## config.mk

```make
export PLATFORM = sky130hd
export DESIGN_NAME = garage_input_conditioner
export DESIGN_NICKNAME = d
export VERILOG_FILES = /design/src/rtl/garage_pkg.sv /design/src/rtl/input_debouncer.sv /design/src/rtl/garage_input_conditioner.sv
export SDC_FILE = /design/constraint.sdc
export NUM_CORES = 1
export LEC_CHECK = 0
export ABC_AREA = 1
export CORE_ASPECT_RATIO = 0.8
export CORE_MARGIN = 4
export CORE_UTILIZATION = 55
export CTS_CLUSTER_SIZE = 30
export DETAILED_ROUTE_END_ITERATION = 16
export PLACE_DENSITY_LB_ADDON = 0.15
export SLEW_MARGIN = 40
export SYNTH_ARGS = -nofsm -noshare
export SYNTH_HDL_FRONTEND = slang
export SYNTH_HIERARCHICAL = 1
export SYNTH_SLANG_ARGS = --single-unit
```

## constraint.sdc

```tcl
create_clock -name CLK -period 2.7 [get_ports CLK]
set_input_delay 0.54 -clock CLK [delete_from_list [all_inputs] [get_ports CLK]]
set_output_delay 0.54 -clock CLK [all_outputs]
set_load 0.02 [all_outputs]
```

## src/rtl/garage_pkg.sv

```systemverilog
// Shared constants and button FSM encoding for the garage input conditioner.
// Latency: none (types and constants only).
// Backpressure: none.
package garage_pkg;

  // Default number of consecutive stable clocks before a new level is accepted.
  localparam int DB_CYCLES_DEF = 16;

  // Button tracking state; encoding is fixed so RELEASED is the reset value.
  typedef enum logic {
    RELEASED = 1'b0,
    PRESSED  = 1'b1
  } btn_state_e;

endpackage

```

## src/rtl/input_debouncer.sv

```systemverilog
// One input channel: 2-flop synchronizer, then a run counter and a stable level.
// Latency: a clean raw edge reaches level_o 2 + DB_CYCLES edges after it is first sampled.
// Backpressure: none; free-running every clock.
module input_debouncer
  import garage_pkg::*;
#(
  parameter int DB_CYCLES = DB_CYCLES_DEF,
  parameter int CNT_W     = $clog2(DB_CYCLES + 1)
) (
  input  logic clk_i,
  input  logic rst_ni,
  input  logic raw_i,
  output logic level_o
);

  // The level flips on the edge where the count would have reached DB_CYCLES,
  // so the counter never actually holds DB_CYCLES and cannot wrap.
  localparam logic [CNT_W-1:0] CNT_LAST = CNT_W'(DB_CYCLES - 1);

  logic             sync1_q;
  logic             sync2_q;
  logic             stable_q;
  logic             stable_d;
  logic [CNT_W-1:0] cnt_q;
  logic [CNT_W-1:0] cnt_d;

  // Two-stage synchronizer for the asynchronous raw input.
  always_ff @(posedge clk_i or negedge rst_ni) begin
    if (!rst_ni) begin
      sync1_q <= 1'b0;
      sync2_q <= 1'b0;
    end else begin
      sync1_q <= raw_i;
      sync2_q <= sync1_q;
    end
  end

  // Count consecutive disagreeing samples; any agreement restarts the run.
  always_comb begin
    stable_d = stable_q;
    cnt_d    = cnt_q;
    if (sync2_q == stable_q) begin
      cnt_d = '0;
    end else if (cnt_q >= CNT_LAST) begin
      stable_d = ~stable_q;
      cnt_d    = '0;
    end else begin
      cnt_d = cnt_q + CNT_W'(1);
    end
  end

  // Stable level and run counter registers.
  always_ff @(posedge clk_i or negedge rst_ni) begin
    if (!rst_ni) begin
      stable_q <= 1'b0;
      cnt_q    <= '0;
    end else begin
      stable_q <= stable_d;
      cnt_q    <= cnt_d;
    end
  end

  assign level_o = stable_q;

endmodule

```

## src/rtl/garage_input_conditioner.sv

```systemverilog
// Debounces button and limit switches; emits one Activate pulse per press and a limit fault flag.
// Latency: limits 2 + DB_CYCLES edges; Activate and Lim_fault one further edge.
// Backpressure: none; outputs are levels/pulses with no handshake.
module garage_input_conditioner
  import garage_pkg::*;
#(
  parameter int DB_CYCLES = DB_CYCLES_DEF,
  parameter int CNT_W     = $clog2(DB_CYCLES + 1)
) (
  input  logic CLK,
  input  logic RST_n,
  input  logic Btn_raw,
  input  logic Up_lim_raw,
  input  logic Dn_lim_raw,
  output logic Activate,
  output logic Up_max,
  output logic Dn_max,
  output logic Lim_fault
);

  logic       btn_db;
  logic       up_db;
  logic       dn_db;
  btn_state_e state_q;
  btn_state_e state_d;
  logic       activate_q;
  logic       activate_d;
  logic       lim_fault_q;

  input_debouncer #(.DB_CYCLES(DB_CYCLES), .CNT_W(CNT_W)) u_btn_db (
    .clk_i   (CLK),
    .rst_ni  (RST_n),
    .raw_i   (Btn_raw),
    .level_o (btn_db)
  );

  input_debouncer #(.DB_CYCLES(DB_CYCLES), .CNT_W(CNT_W)) u_up_db (
    .clk_i   (CLK),
    .rst_ni  (RST_n),
    .raw_i   (Up_lim_raw),
    .level_o (up_db)
  );

  input_debouncer #(.DB_CYCLES(DB_CYCLES), .CNT_W(CNT_W)) u_dn_db (
    .clk_i   (CLK),
    .rst_ni  (RST_n),
    .raw_i   (Dn_lim_raw),
    .level_o (dn_db)
  );

  // Button FSM: fire Activate only on the RELEASED->PRESSED step, so a hold gives one pulse.
  always_comb begin
    state_d    = state_q;
    activate_d = 1'b0;
    case (state_q)
      RELEASED: begin
        if (btn_db) begin
          state_d    = PRESSED;
          activate_d = 1'b1;
        end
      end
      PRESSED: begin
        if (!btn_db) begin
          state_d = RELEASED;
        end
      end
      default: state_d = RELEASED;
    endcase
  end

  // FSM state, registered Activate pulse and registered limit fault.
  always_ff @(posedge CLK or negedge RST_n) begin
    if (!RST_n) begin
      state_q     <= RELEASED;
      activate_q  <= 1'b0;
      lim_fault_q <= 1'b0;
    end else begin
      state_q     <= state_d;
      activate_q  <= activate_d;
      lim_fault_q <= up_db & dn_db;
    end
  end

  // Limits are passed straight from the debouncer registers, even during a fault.
  assign Up_max    = up_db;
  assign Dn_max    = dn_db;
  assign Activate  = activate_q;
  assign Lim_fault = lim_fault_q;

endmodule

```

==> summary.txt <==
Yosys
  • Share of the synthesized area in the top cell type: 60.1%
  • Yosys cell types: 11
  • Top cells by area, synth: dfrtp_1 (60%), nand2_1 (9.3%), nor2_1 (7.0%), ha_1 (6.7%), xor2_2 (4.3%)
  • Largest area contributor in the netlist: dfrtp_1
  • Sequential fraction of the synthesis area: between 60% and 70%
  • Post-Syn Area: 0.00112 mm²
  • Syn avg cell area: between 10 and 15 µm²
  • Syn nets: 123
  • Post-Syn Instances: between 100 and 150
  • Synth Register Bits: 27
  • Ys Warns: 6

Clock network
  • Root buf cell: clkbuf_4
  • CTS Buf Count: 3
  • CTS tree: yes
  • Gates resized, CTS repair: 0
  • Clock buffer depth: 2
  • Htree depth: 1
  • Clock-pin slew on the worst setup and hold paths: between 0.1 and 0.15 ns
  • # clock sinks: 27
  • Setup bufs post-CTS: 0
  • Clock latency at the later pin of the worst-skew pair: between 0.3 and 0.4 ns
  • CTS Hold Bufs: 0

Min path
  • Hold WC Path Type: register to register

Routing
  • DR vias/cell: 4.79
  • Detailed Routing Iterations Pass 1: 4
  • DRC: 0
  • Wire length per cell: 10.9 µm
  • Detailed Route Iter0 Violations: 9
  • Vias post-DR: 714
  • Post-Route WL: ~1600 µm
  • Antenna-violating nets left: 0

Critical path
  • CP Cell Sequence: clkdlybuf4s50_1
  • CP delay by family, top: buffers and inverters
  • Slowest CP cell: clkdlybuf4s50_1
  • Crit Path Class: register to output pin
  • Critical Path AT: 1.43 ns
  • Slowest Stage Delay on Critical Path: around 0.65 ns
  • Setup crit end kind: output pin
  • CP startpoint kind: register
  • Crit path buf inv count: 1
  • Critical Path RT: around 2.2 ns
  • Worst Path Max Fanout: 4

Die
  • Rows: 14
  • Initial Util: 58.9%
  • Die H: 48.5 µm
  • Core Area: 0.00191 mm²
  • Die area: 0.00284 mm²
  • I/O pin cnt: 9
  • Die width: between 50 and 60 µm

STA
  • Slew HR: 78.4%
  • Setup-failing EPs final: 0
  • Pins Over Slew Limit: 0
  • Max Clock Skew: 0.00183 ns
  • Fmax: 508 MHz
  • Minimum clock period: between 1.5 and 2 ns
  • Hold Fails Final Rpt: 0
  • Final hold slack: 0.366 ns
  • Least-Margin Pin Slew: 0.325 ns
  • Fin crit share: 72.8%
  • RSZ-0062 raised after global routing: no
  • Setup Total Neg Slack: 0 ns

Placed design
  • Final HPWL from detailed placement: about 1200 µm
  • IO Port Bufs: 8
  • Placer Congestion: approximately 0.76

Global route
  • First-pass GRT wire length: 2920 µm
  • Largest net degree at the start of global routing: 28
  • Grt ovf: 0
  • Overall routing resource usage: between 10% and 20%
  • Vias in the first global route: just under 700
  • Initial antenna violation count: 0

Power and ir drop
  • Leakage: approximately 0.7 nW
  • Power density cells: 502 mW/mm²
  • VDD IR max: 527 µV

Final layout
  • Synth-to-Final Area Change: 12.8%
  • Layout cells sized above 1: 6.40%
  • Final Util: about two thirds
  • Diode count: 0
  • Final nets: 137
  • # fillers: 156

Flow run
  • Max-cap violations: 0

Status
  • Status: complete, no violations
-- registers in the layout, indices dropped and copies added (netlist names) --
register / cells
u_btn_db/cnt_q: 5
u_up_db/sync2_q: 1
u_dn_db/sync2_q: 1
u_up_db/sync1_q: 1
u_dn_db/cnt_q: 5
u_dn_db/level_o: 1
u_btn_db/sync1_q: 1
u_btn_db/level_o: 1
u_up_db/cnt_q: 5
Activate: 1
state_q: 1
Lim_fault: 1
u_btn_db/sync2_q: 1
u_up_db/level_o: 1
u_dn_db/sync1_q: 1
-- layout by cell type, fill, tap and decap left out --
| cell | count |
|---|---|
| buf_4 | 1 |
| nor2_2 | 1 |
| nand3_1 | 6 |
| clkdlybuf4s50_1 | 8 |
| nor2_1 | 21 |
| xor2_1 | 3 |
| inv_1 | 11 |
| clkbuf_4 | 3 |
| xor2_2 | 3 |
| dfrtp_1 | 27 |
| ha_1 | 6 |
| clkbuf_1 | 1 |
| and2_1 | 3 |
| nand2_1 | 28 |
| nand4_1 | 3 |
-- stage by stage --
step / setup WS (ns) / instances / instance area [µm²] / total power, mW
5_1_grt: 0.655 / 149 / 1270 / 0.678
2_1_floorplan: 1.40 / 112 / 1120 / 0.460
4_1_cts: 0.710 / 149 / 1270 / 0.648
6_report: 0.733 / 149 / 1270 / 0.637
3_3_place_gp: 1.10 / 145 / 1240 / 0.480
3_5_place_dp: 1.09 / 145 / 1240 / 0.481
-- report_power, final --
group / total, mW / switching [mW] / internal, mW
Sequential: 0.434 / 0.0138 / 0.420
Clock: 0.164 / 0.106 / 0.0577
Combinational: 0.0390 / 0.0209 / 0.0181
-- final timing paths --
check                                      start  cells past startpoint  slack (ns)               end
worst max-delay path             u_up_db/level_o                      1        0.73            Up_max
worst min-delay path             u_up_db/sync1_q                      0        0.37   u_up_db/sync2_q
worst max register to register  u_up_db/cnt_q[0]                      8        1.22   u_up_db/level_o
worst min register to register   u_up_db/sync1_q                      0        0.37   u_up_db/sync2_q
max in group asynchronous                  RST_n                      2        1.88          Activate
min in group asynchronous                  RST_n                      2        0.57  u_dn_db/cnt_q[3]
-- cell usage after synthesis --
library cell	instances
and2_1	3
dfrtp_1	27
ha_1	6
inv_1	11
nand2_1	28
nand3_1	6
nand4_1	3
nor2_1	21
nor2_2	1
xor2_1	3
xor2_2	3
-- final cells by class --
type | count | area [µm²] | share of cell area, %
inverters | 11 | 41.3 | 3.25
flip-flops and latches | 27 | 676 | 53.3
well taps | 24 | 30.0 | 2.37
clock buffers | 4 | 26.3 | 2.07
multi-input cells | 74 | 408 | 32.1
repair buffers | 9 | 87.6 | 6.90
-- kinds of logic after synthesis --
logic type | synth area share, %
adders and majority gates | 6.67
DFF | 60.1
buffers and inverters | 3.67
and+or+nand+nor | 22.9
xor gates and xnor gates | 6.67
-- routing by layer --
layer / track usage [%] / vias up / part of all wire, % / routed length (µm)
met5: 0 / - / 0 / 0
li1: - / 367 / - / -
met2: 18.6 / 14 / 44 / 705
met3: 5.32 / 2 / 5.4 / 88
met1: 19.1 / 331 / 50 / 812
met4: 4.63 / 0 / 0.74 / 12
Note: power is estimated with default switching activity, not from simulation.
